<file path="src/rtl/answer_entry.sv">
// Player answer producer: synchronizes and debounces the punch button, then packs punched digits.
// Optional undo digit (toggle 4'hF) is enabled by defining ANSWER_UNDO_EN.
module answer_entry #(
    parameter int unsigned DEB_CYCLES = 16,
    parameter int unsigned DIGITS     = 7
) (
    input  logic                             clock,
    input  logic                             rst,
    input  logic                             punch_raw,
    input  logic [3:0]                       toggle_raw,
    input  logic [3:0]                       level_num,
    input  logic                             arm,
    input  logic                             logout,
    input  logic                             answer_ack,
    output logic                             punch_pulse,
    output logic [3:0]                       seg_in_ans,
    output logic [4*DIGITS-1:0]              answer_word,
    output logic [$clog2(DIGITS+1)-1:0]      digit_count,
    output logic                             answer_valid,
    output logic                             busy
);
    localparam int unsigned CW = $clog2(DIGITS + 1);
    localparam logic [15:0] DEB_LAST = 16'(DEB_CYCLES - 1);

    typedef enum logic [1:0] {
        S_IDLE,
        S_CAPTURE,
        S_FULL
    } state_t;

    state_t              r_state, w_state_nxt;
    logic                r_p_s1, r_p_s2;
    logic [3:0]          r_t_s1, r_t_s2;
    logic [15:0]         r_deb_cnt;
    logic                r_stable;
    logic [CW-1:0]       r_n;
    logic [CW-1:0]       w_n_clamp, w_n_nxt, w_cnt_nxt, w_cnt_inc;
    logic [4*DIGITS-1:0] w_word_nxt;
    logic                w_valid_nxt;
    logic                w_deb_flip, w_rise, w_undo;

    assign w_deb_flip = (r_p_s2 != r_stable) && (r_deb_cnt == DEB_LAST);
    assign w_rise     = w_deb_flip && r_p_s2;
    assign w_cnt_inc  = CW'(digit_count + 1'b1);
    assign busy       = (r_state == S_CAPTURE);

`ifdef ANSWER_UNDO_EN
    assign w_undo = (seg_in_ans == 4'hF);
`else
    assign w_undo = 1'b0;
`endif

    always_comb begin
        w_n_clamp = CW'(level_num);
        if (level_num == 4'd0)
            w_n_clamp = CW'(1);
        else if (32'(level_num) > DIGITS)
            w_n_clamp = CW'(DIGITS);
    end

    // Synchronizers and debouncer; logout leaves the debouncer alone so a held button cannot re-pulse
    always_ff @(posedge clock) begin
        if (rst) begin
            r_p_s1      <= 1'b0;
            r_p_s2      <= 1'b0;
            r_t_s1      <= '0;
            r_t_s2      <= '0;
            r_deb_cnt   <= '0;
            r_stable    <= 1'b0;
            punch_pulse <= 1'b0;
            seg_in_ans  <= '0;
        end else begin
            r_p_s1 <= punch_raw;
            r_p_s2 <= r_p_s1;
            r_t_s1 <= toggle_raw;
            r_t_s2 <= r_t_s1;
            if (r_p_s2 == r_stable) begin
                r_deb_cnt <= '0;
            end else if (w_deb_flip) begin
                r_stable  <= r_p_s2;
                r_deb_cnt <= '0;
            end else begin
                r_deb_cnt <= r_deb_cnt + 16'd1;
            end
            if (logout) begin
                punch_pulse <= 1'b0;
                seg_in_ans  <= '0;
            end else begin
                punch_pulse <= w_rise;
                if (w_rise)
                    seg_in_ans <= r_t_s2;
            end
        end
    end

    always_comb begin
        w_state_nxt = r_state;
        w_word_nxt  = answer_word;
        w_cnt_nxt   = digit_count;
        w_valid_nxt = answer_valid;
        w_n_nxt     = r_n;
        if (logout) begin
            w_state_nxt = S_IDLE;
            w_word_nxt  = '0;
            w_cnt_nxt   = '0;
            w_valid_nxt = 1'b0;
        end else if (arm) begin
            w_state_nxt = S_CAPTURE;
            w_word_nxt  = '0;
            w_cnt_nxt   = '0;
            w_valid_nxt = 1'b0;
            w_n_nxt     = w_n_clamp;
        end else begin
            case (r_state)
                S_CAPTURE: begin
                    if (punch_pulse) begin
                        if (w_undo) begin
                            if (digit_count != '0) begin
                                w_cnt_nxt = CW'(digit_count - 1'b1);
                                for (int unsigned i = 0; i < DIGITS; i++)
                                    if (i == 32'(w_cnt_nxt))
                                        w_word_nxt[4*i +: 4] = 4'h0;
                            end
                        end else begin
                            for (int unsigned i = 0; i < DIGITS; i++)
                                if (i == 32'(digit_count))
                                    w_word_nxt[4*i +: 4] = seg_in_ans;
                            w_cnt_nxt = w_cnt_inc;
                            if (w_cnt_inc == r_n) begin
                                w_state_nxt = S_FULL;
                                w_valid_nxt = 1'b1;
                            end
                        end
                    end
                end
                S_FULL: begin
                    if (answer_ack) begin
                        w_state_nxt = S_IDLE;
                        w_valid_nxt = 1'b0;
                    end
                end
                default: ;
            endcase
        end
    end

    always_ff @(posedge clock) begin
        if (rst)
            r_state <= S_IDLE;
        else
            r_state <= w_state_nxt;
    end

    always_ff @(posedge clock) begin
        if (rst) begin
            answer_word  <= '0;
            digit_count  <= '0;
            answer_valid <= 1'b0;
            r_n          <= CW'(1);
        end else begin
            answer_word  <= w_word_nxt;
            digit_count  <= w_cnt_nxt;
            answer_valid <= w_valid_nxt;
            r_n          <= w_n_nxt;
        end
    end

endmodule

</file>
<file path="config.mk">
export PLATFORM = sky130hd
export DESIGN_NAME = answer_entry
export DESIGN_NICKNAME = d
export VERILOG_FILES = /design/src/rtl/answer_entry.sv
export SDC_FILE = /design/constraint.sdc
export NUM_CORES = 1
export LEC_CHECK = 0
export BUFFER_PORTS_ARGS = -buffer_cell sky130_fd_sc_hd__buf_4
export CAP_MARGIN = 20
export CORE_ASPECT_RATIO = 0.8
export CORE_UTILIZATION = 35
export CTS_BUF_LIST = sky130_fd_sc_hd__clkbuf_4 sky130_fd_sc_hd__clkbuf_8
export DETAILED_ROUTE_END_ITERATION = 16
export PLACE_DENSITY = 0.61
export RECOVER_POWER = 50
export SLEW_MARGIN = 20
export SYNTH_ARGS = -nofsm -noshare
export SYNTH_HDL_FRONTEND = slang
export SYNTH_SLANG_ARGS = --single-unit
</file>
<file path="constraint.sdc">
create_clock -name clock -period 2.7 [get_ports clock]
set_clock_uncertainty 0.05 [all_clocks]
set_input_delay 0.135 -clock clock [delete_from_list [all_inputs] [get_ports clock]]
set_output_delay 0.135 -clock clock [all_outputs]
set_load 0.03 [all_outputs]
</file>
==> results of run 1 <==
[synthesized netlist by cell type, drive strengths merged]
library cell and number:
nand4 5, mux2i 12, ha 6, and4 1, and3b 1, a211oi 3, clkbuf 5, nor4 8
nand2 26, buf 4, and4bb 1, a21boi 4, dfxtp 68, xnor2 16, nand3 28, xor2 3
o211ai 1, nand2b 2, o21ai 8, or3 1, and3 3, a21oi 18, nor2 41, nor2b 13
nor3 6, inv 8
[cells by family after synthesis]
kind of cell,count (synthesis),share of synthesized area
simple gates,136,0.274
flops,68,0.497
compound gates,34,0.0694
xor+xnor,19,0.0608
buf+inv,17,0.0274
mux,12,0.0439
fa+ha+maj,6,0.0274
[worst max-delay path: stages]
cell	delay (ns)
dlygate4sd3_1	0.53
clkbuf_1	0.14
or3_1	0.83
a211oi_1	0.33
[timing repair]
action | 4_1_cts | 5_1_grt
endpoints found under the setup margin | 0 | 0
hold buffers | 6 | 0
endpoints found under the hold margin | 6 | 0
[stage by stage]
step / instances / util / worst slack, ns / hold WS (ns)
3_3_place_gp: 439 / 0.428 / 1.04 / 0.299
5_1_grt: 460 / 0.442 / 0.777 / 0.0570
4_1_cts: 460 / 0.462 / 0.923 / 0.0352
6_report: 460 / 0.442 / 0.924 / 0.0486
3_5_place_dp: 439 / 0.428 / 1.02 / 0.302
2_1_floorplan: 292 / - / 1.06 / 0.157
[per-layer routing]
metal,global-route usage,part of all wire
met1,0.195,0.52
met2,0.224,0.42
met3,0.0361,0.042
met4,0.0696,0.015
met5,0,0
[how the worst max path moves through the flow]
stage	start	end	slack (ns)
6_report	arm	digit_count[2]$_SDFFE_PP0P_	0.92
5_1_grt	arm	digit_count[2]$_SDFFE_PP0P_	0.78
4_1_cts	arm	digit_count[2]$_SDFFE_PP0P_	0.92
3_5_place_dp	r_state[1]$_SDFFE_PP0P_	answer_word[17]$_SDFFE_PP0P_	1.02
3_3_place_gp	r_state[1]$_SDFFE_PP0P_	answer_word[16]$_SDFFE_PP0P_	1.04
2_1_floorplan	digit_count[0]$_SDFFE_PP0P_	r_state[1]$_SDFFE_PP0P_	1.06
[report_power, final]
part / leakage [nW] / internal (mW) / switching (mW)
Clock: 0.104 / 0.477 / 0.347
Combinational: 0.504 / 0.0274 / 0.0260
Sequential: 0.550 / 1.01 / 0.00538
Total: 1.16 / 1.52 / 0.378
[cell usage in the layout (no fill, tap or decap), types with 2 or more instances in the layout]
master         instances
dfxtp_1               68
nor2_1                39
clkbuf_1              39
nand3_1               27
nand2_1               25
a21oi_1               18
xnor2_1               16
nor2b_1               13
mux2i_1               12
clkbuf_8              10
inv_1                  8
nor4_2                 8
clkbuf_4               8
buf_4                  7
nor3_1                 6
ha_1                   6
dlygate4sd3_1          6
o21ai_0                5
a21boi_1               4
and3_1                 3
o21ai_1                3
xor2_1                 3
a211oi_1               3
nand2b_1               2
nand4_4                2
nand4_1                2
nor2_2                 2
[area by class of cell]
class | instances | area (sq um)
clock buffer | 13 | 160
clock inverter | 2 | 35.0
fill | 774 | 4180
inverter | 8 | 30.0
multi-input combinational | 207 | 1300
sequential | 68 | 1360
tap | 105 | 131
timing repair buffer | 57 | 297
[registers in the layout, summed over array words and instances (netlist names)]
| register | cells |
|---|---|
| answer_word | 28 |
| r_deb_cnt | 16 |
| r_t_s1 | 4 |
| r_t_s2 | 4 |
| seg_in_ans | 4 |
| digit_count | 3 |
| r_n | 3 |
| r_state | 2 |
| punch_pulse | 1 |
| r_p_s1 | 1 |
| r_p_s2 | 1 |
| r_stable | 1 |
==> metrics.md, run 1 <==
| Metric | Value |
|---|---|
| Status | complete, no violations |
| Max Slew Vio Count | 0 |
| CP required | 2.89 ns |
| Worst Setup End Kind | flip-flop |
| Worst setup SP type | primary input |
| Routability Congestion | 0.737 |
| Worst-Skew Late Latency | 0.33 ns |
| Hold path cells | 2 |
| Clk buf depth | 2 |
| Maxcap violations | 0 |
| Buffers on Ports | 51 |
| Pin count of the biggest net entering global routing | 33 |
| DR vias | 2159 |
| R2R depth | 4 |
| Worst-Margin Slew | 1.11 ns |
| Synth top area cells | dfxtp_1 50%, nor2_1 5.3%, xnor2_1 5.1%, nand3_1 4.9%, mux2i_1 4.4% |
| Tot Pwr | 1.90 mW |
| Vias in the first global route | 1962 |
| Die X | 101 um |
| Fin. Hold Viols | 0 |
| Post-Syn Area | 2740 sq um |
| CTS Sinks | 68 |
| Post-CTS sizing | 0 |
| Overall routing resource usage | 0.147 |
| R2r setup slk | 1.00 ns |
| WP data arrival | 1.97 ns |
| Share of cells above drive strength 1 | 0.121 |
| Final period util | 0.658 |
| Antenna violations before repair | 0 |
| Cell taking the most area after synthesis | dfxtp_1 |
| Post-synthesis register bit count | 68 |
| Synthesized Nets | 312 |
| Post-CTS Setup Bufs | 0 |
| Worst setup path category | primary input to flip-flop |
| Final WL | 5650 um |
| P&R area growth vs syn | 21.1% |
| Period minus WS final | 1.78 ns |
| RSZ-0062 raised after global routing | no |
| # IOs | 52 |
| Max Fclk | 563 MHz |
| DRT Pass-1 Iters | 5 |
| Synth top area share | 0.497 |
| Setup TNS | 0 ns |
| DR WL/cell | 12.3 um |
| Clk pin slew, worst setup/hold paths | 0.07 ns |
| Global-route wire length before repair | 9170 um |
| Cell Pwr Density | 572 nW/um^2 |
| Grt ovf | 0 |
| Worst vdd ir | 0.295 mV |
| Effective utilization at floorplan | 0.365 |
| Worst hold path class | primary input to flip-flop |
| Synth cell types | 33 |
| Row cnt | 28 |
| Final instance area | 3320 sq um |
| Min-delay src | rst |
| Yosys warns | 0 |
| Initial DRC Count | 78 |
| Core footprint | 7500 sq um |
| Root buf cell | clkbuf_8 |
| Reg-to-Reg Start | r_state[1]$_SDFFE_PP0P_ |
| Slew margin rel. | 0.258 |
| Hpwl dp | 3900 um |
| CTS tree | yes |
| DP Area | 3210 sq um |
| Worst reg2reg endpoint | answer_word[19]$_SDFFE_PP0P_ |
| Critical Path Fanout Max | 32 |
| Die ar. | 8190 sq um |
| Synth Area per Inst | 9.38 sq um |
| Leakage | 1.16 nW |
| DRC | 0 |
| Via/cell ratio | 4.69 |
| Min-Delay Endpoint | r_n[2]$_SDFFE_PP0P_ |
| Cells after Synth | 292 |
| Nets | 371 |
| Seq/Total Area, Yosys | 0.497 |
| Number of buffers created by CTS | 9 |
| Final setup viols | 0 |
| Die height | 81.1 um |
| Diodes inserted | 0 |
| Routed Antenna Nets | 0 |
| H-tree levels | 3 |
Power figures use the tool's default switching activity.
==> inputs of run 2 (changes only) <==
clock period = 1.65 ns   (was 2.7 ns; I/O delays follow)
==> metrics.md, run 2 (synthesized netlist as in run 1, its figures left out) <==
| Metric | Value |
|---|---|
| Status | complete, no violations |
| Core footprint | 7500 sq um (unchanged) |
| Nets | 385 (+3.8%) |
| Worst-Margin Slew | 0.585 ns (-0.528 ns) |
| WP data arrival | 1.81 ns (-0.16 ns) |
| Commonest non-fill, non-tap cells in the layout | 67 x dfxtp_1, 39 x nor2_1, 37 x clkbuf_1 |
| P&R area growth vs syn | 26.5% |
| Maxcap violations | 0 (unchanged) |
| Hpwl dp | 4060 um (+4.2%) |
| Global-route wire length before repair | 9580 um (+4.4%) |
| Diodes inserted | 0 (unchanged) |
| Final WL | 6030 um (+6.8%) |
| Post-CTS Setup Bufs | 0 (unchanged) |
| Critical Path Fanout Max | 7 (-78%) |
| Row cnt | 28 (unchanged) |
| R2R depth | 6 (+2) |
| Final Util | 0.462 (+0.0197) |
| Max Slew Vio Count | 0 (unchanged) |
| DR vias | 2243 (+3.9%) |
| Worst hold path class | primary input to flip-flop |
| Vias in the first global route | 1969 (+0.36%) |
| Worst Setup End Kind | flip-flop |
| Number of flip-flops in the largest register | 28 (unchanged) |
| Die height | 81.1 um (unchanged) |
| Worst setup SP type | flip-flop |
| DRC | 0 (unchanged) |
| Period minus WS final | 1.59 ns |
| Die X | 101 um (unchanged) |
| Grt ovf | 0 (unchanged) |
| CTS tree | yes |
| Register with the most flip-flops | answer_word |
| Clk buf depth | 2 (unchanged) |
| Via/cell ratio | 4.74 (+1.0%) |
| # IOs | 52 (unchanged) |
| DR WL/cell | 12.7 um (+3.9%) |
| Top Registers | answer_word: 28 flops, r_deb_cnt: 16 flops |
| Pin count of the biggest net entering global routing | 33 (unchanged) |
| Leakage | 1.24 nW (+6.9%) |
| CP required | 1.87 ns (-1.02 ns) |
| Number of buffers created by CTS | 9 (unchanged) |
| Final period util | 0.962 |
| Share of cells above drive strength 1 | 0.141 (+0.0202) |
| Clk pin slew, worst setup/hold paths | 0.07 ns (about the same) |
| Buffers on Ports | 51 (unchanged) |
| Fin. Hold Viols | 0 (unchanged) |
| Final worst slack | 0.0623 ns (-0.862 ns) |
| Routed Antenna Nets | 0 (unchanged) |
| Root buf cell | clkbuf_8 |
| Effective utilization at floorplan | 0.365 (unchanged) |
| Final setup viols | 0 (unchanged) |
| CP Launch Point | digit_count[2]$_SDFFE_PP0P_ |
| Worst reg2reg endpoint | r_state[1]$_SDFFE_PP0P_ |
| R2r setup slk | 0.06 ns (-0.94 ns) |
| Worst setup path endpoint | r_state[1]$_SDFFE_PP0P_ |
| Overall routing resource usage | 0.154 (+0.00683) |
| Most common cell after layout, fill and taps aside | dfxtp_1 |
| Slew margin rel. | 0.610 (+0.352) |
| Place WS | 0.0261 ns (-0.991 ns) |
| Initial DRC Count | 80 (+2.6%) |
| Cell Pwr Density | 903 nW/um^2 (+58%) |
| CTS Sinks | 68 (unchanged) |
| Max Fclk | 630 MHz |
| DP Area | 3250 sq um (+1.4%) |
| Worst setup path category | flip-flop to flip-flop |
| Worst-Skew Late Latency | 0.33 ns (about the same) |
| Routability Congestion | 0.725 (-1.6%) |
| DRT Pass-1 Iters | 4 (-1) |
| Reg-to-Reg Start | digit_count[2]$_SDFFE_PP0P_ |
| Die ar. | 8190 sq um (unchanged) |
| Final instance area | 3460 sq um (+4.5%) |
| H-tree levels | 3 (unchanged) |
| Antenna violations before repair | 0 (unchanged) |
| Worst vdd ir | 0.547 mV (+86%) |
## run 2: cell types whose count changed in the layout (fill, tap and decap cells not counted), sizes merged
cell / delta
dlygate4sd3: +8
clkbuf: -8
buf: +13
## run 2: worst min path at each step
stage               depth (start not counted)          start  slack (ns)                   end
floorplan                                   1            rst        0.10  r_t_s1[0]$_SDFF_PP0_
global placement                            2  toggle_raw[2]        0.25  r_t_s1[2]$_SDFF_PP0_
detailed placement                          2      punch_raw        0.25     r_p_s1$_SDFF_PP0_
CTS                                         3   level_num[3]       0.007   r_n[1]$_SDFFE_PP0P_
global route                                3   level_num[3]        0.03   r_n[1]$_SDFFE_PP0P_
finish                                      3   level_num[3]        0.03   r_n[2]$_SDFFE_PP0P_
## run 2: worst max-delay path, stage by stage (launching register included)
cell     delay [ns]
dfxtp_1        0.47
inv_1          0.12
ha_4           0.29
xor2_1         0.17
nand4_1        0.13
o21ai_0        0.15
nor2b_1        0.13
## run 2: cell type report
class | count | area [sq um]
timing repair buffer | 71 | 427
clock inverter | 2 | 35.0
sequential | 68 | 1360
tap | 105 | 131
fill | 769 | 4030
inverter | 8 | 30.0
clock buffer | 12 | 159
multi-input combinational | 207 | 1320
## run 2: stage by stage
step	std cells	hold slack [ns]	TNS, ns	total power, mW
final	473	0.0315	0	3.13
after global placement	445	0.248	0	1.79
after detailed placement	445	0.248	0	1.79
after CTS	473	0.00738	0	3.17
after floorplan	292	0.104	0	1.75
after global routing	473	0.0256	-0.0156	3.24
## run 2: timing repair
action	in CTS	in global routing
gates resized for setup	0	3
setup endpoints to repair	0	18
hold endpoints to repair	15	0
hold buffers	14	0
## run 2: per-layer routing
metal / vias up / wire [um] / track usage / part of all wire
met3: 7 / 225 / 0.0430 / 0.037
met5: - / 0 / 0 / 0
met4: 0 / 53 / 0.0623 / 0.0088
met2: 46 / 2680 / 0.226 / 0.44
li1: 1137 / - / - / -
met1: 1053 / 3070 / 0.212 / 0.51
## run 2: power breakdown
| group | leakage [nW] | switching [mW] | internal (mW) | total [mW] |
|---|---|---|---|---|
| clock network | 0.102 | 0.576 | 0.779 | 1.36 |
| logic | 0.586 | 0.0473 | 0.0594 | 0.107 |
| registers | 0.551 | 0.00813 | 1.66 | 1.67 |
| total | 1.24 | 0.632 | 2.50 | 3.13 |
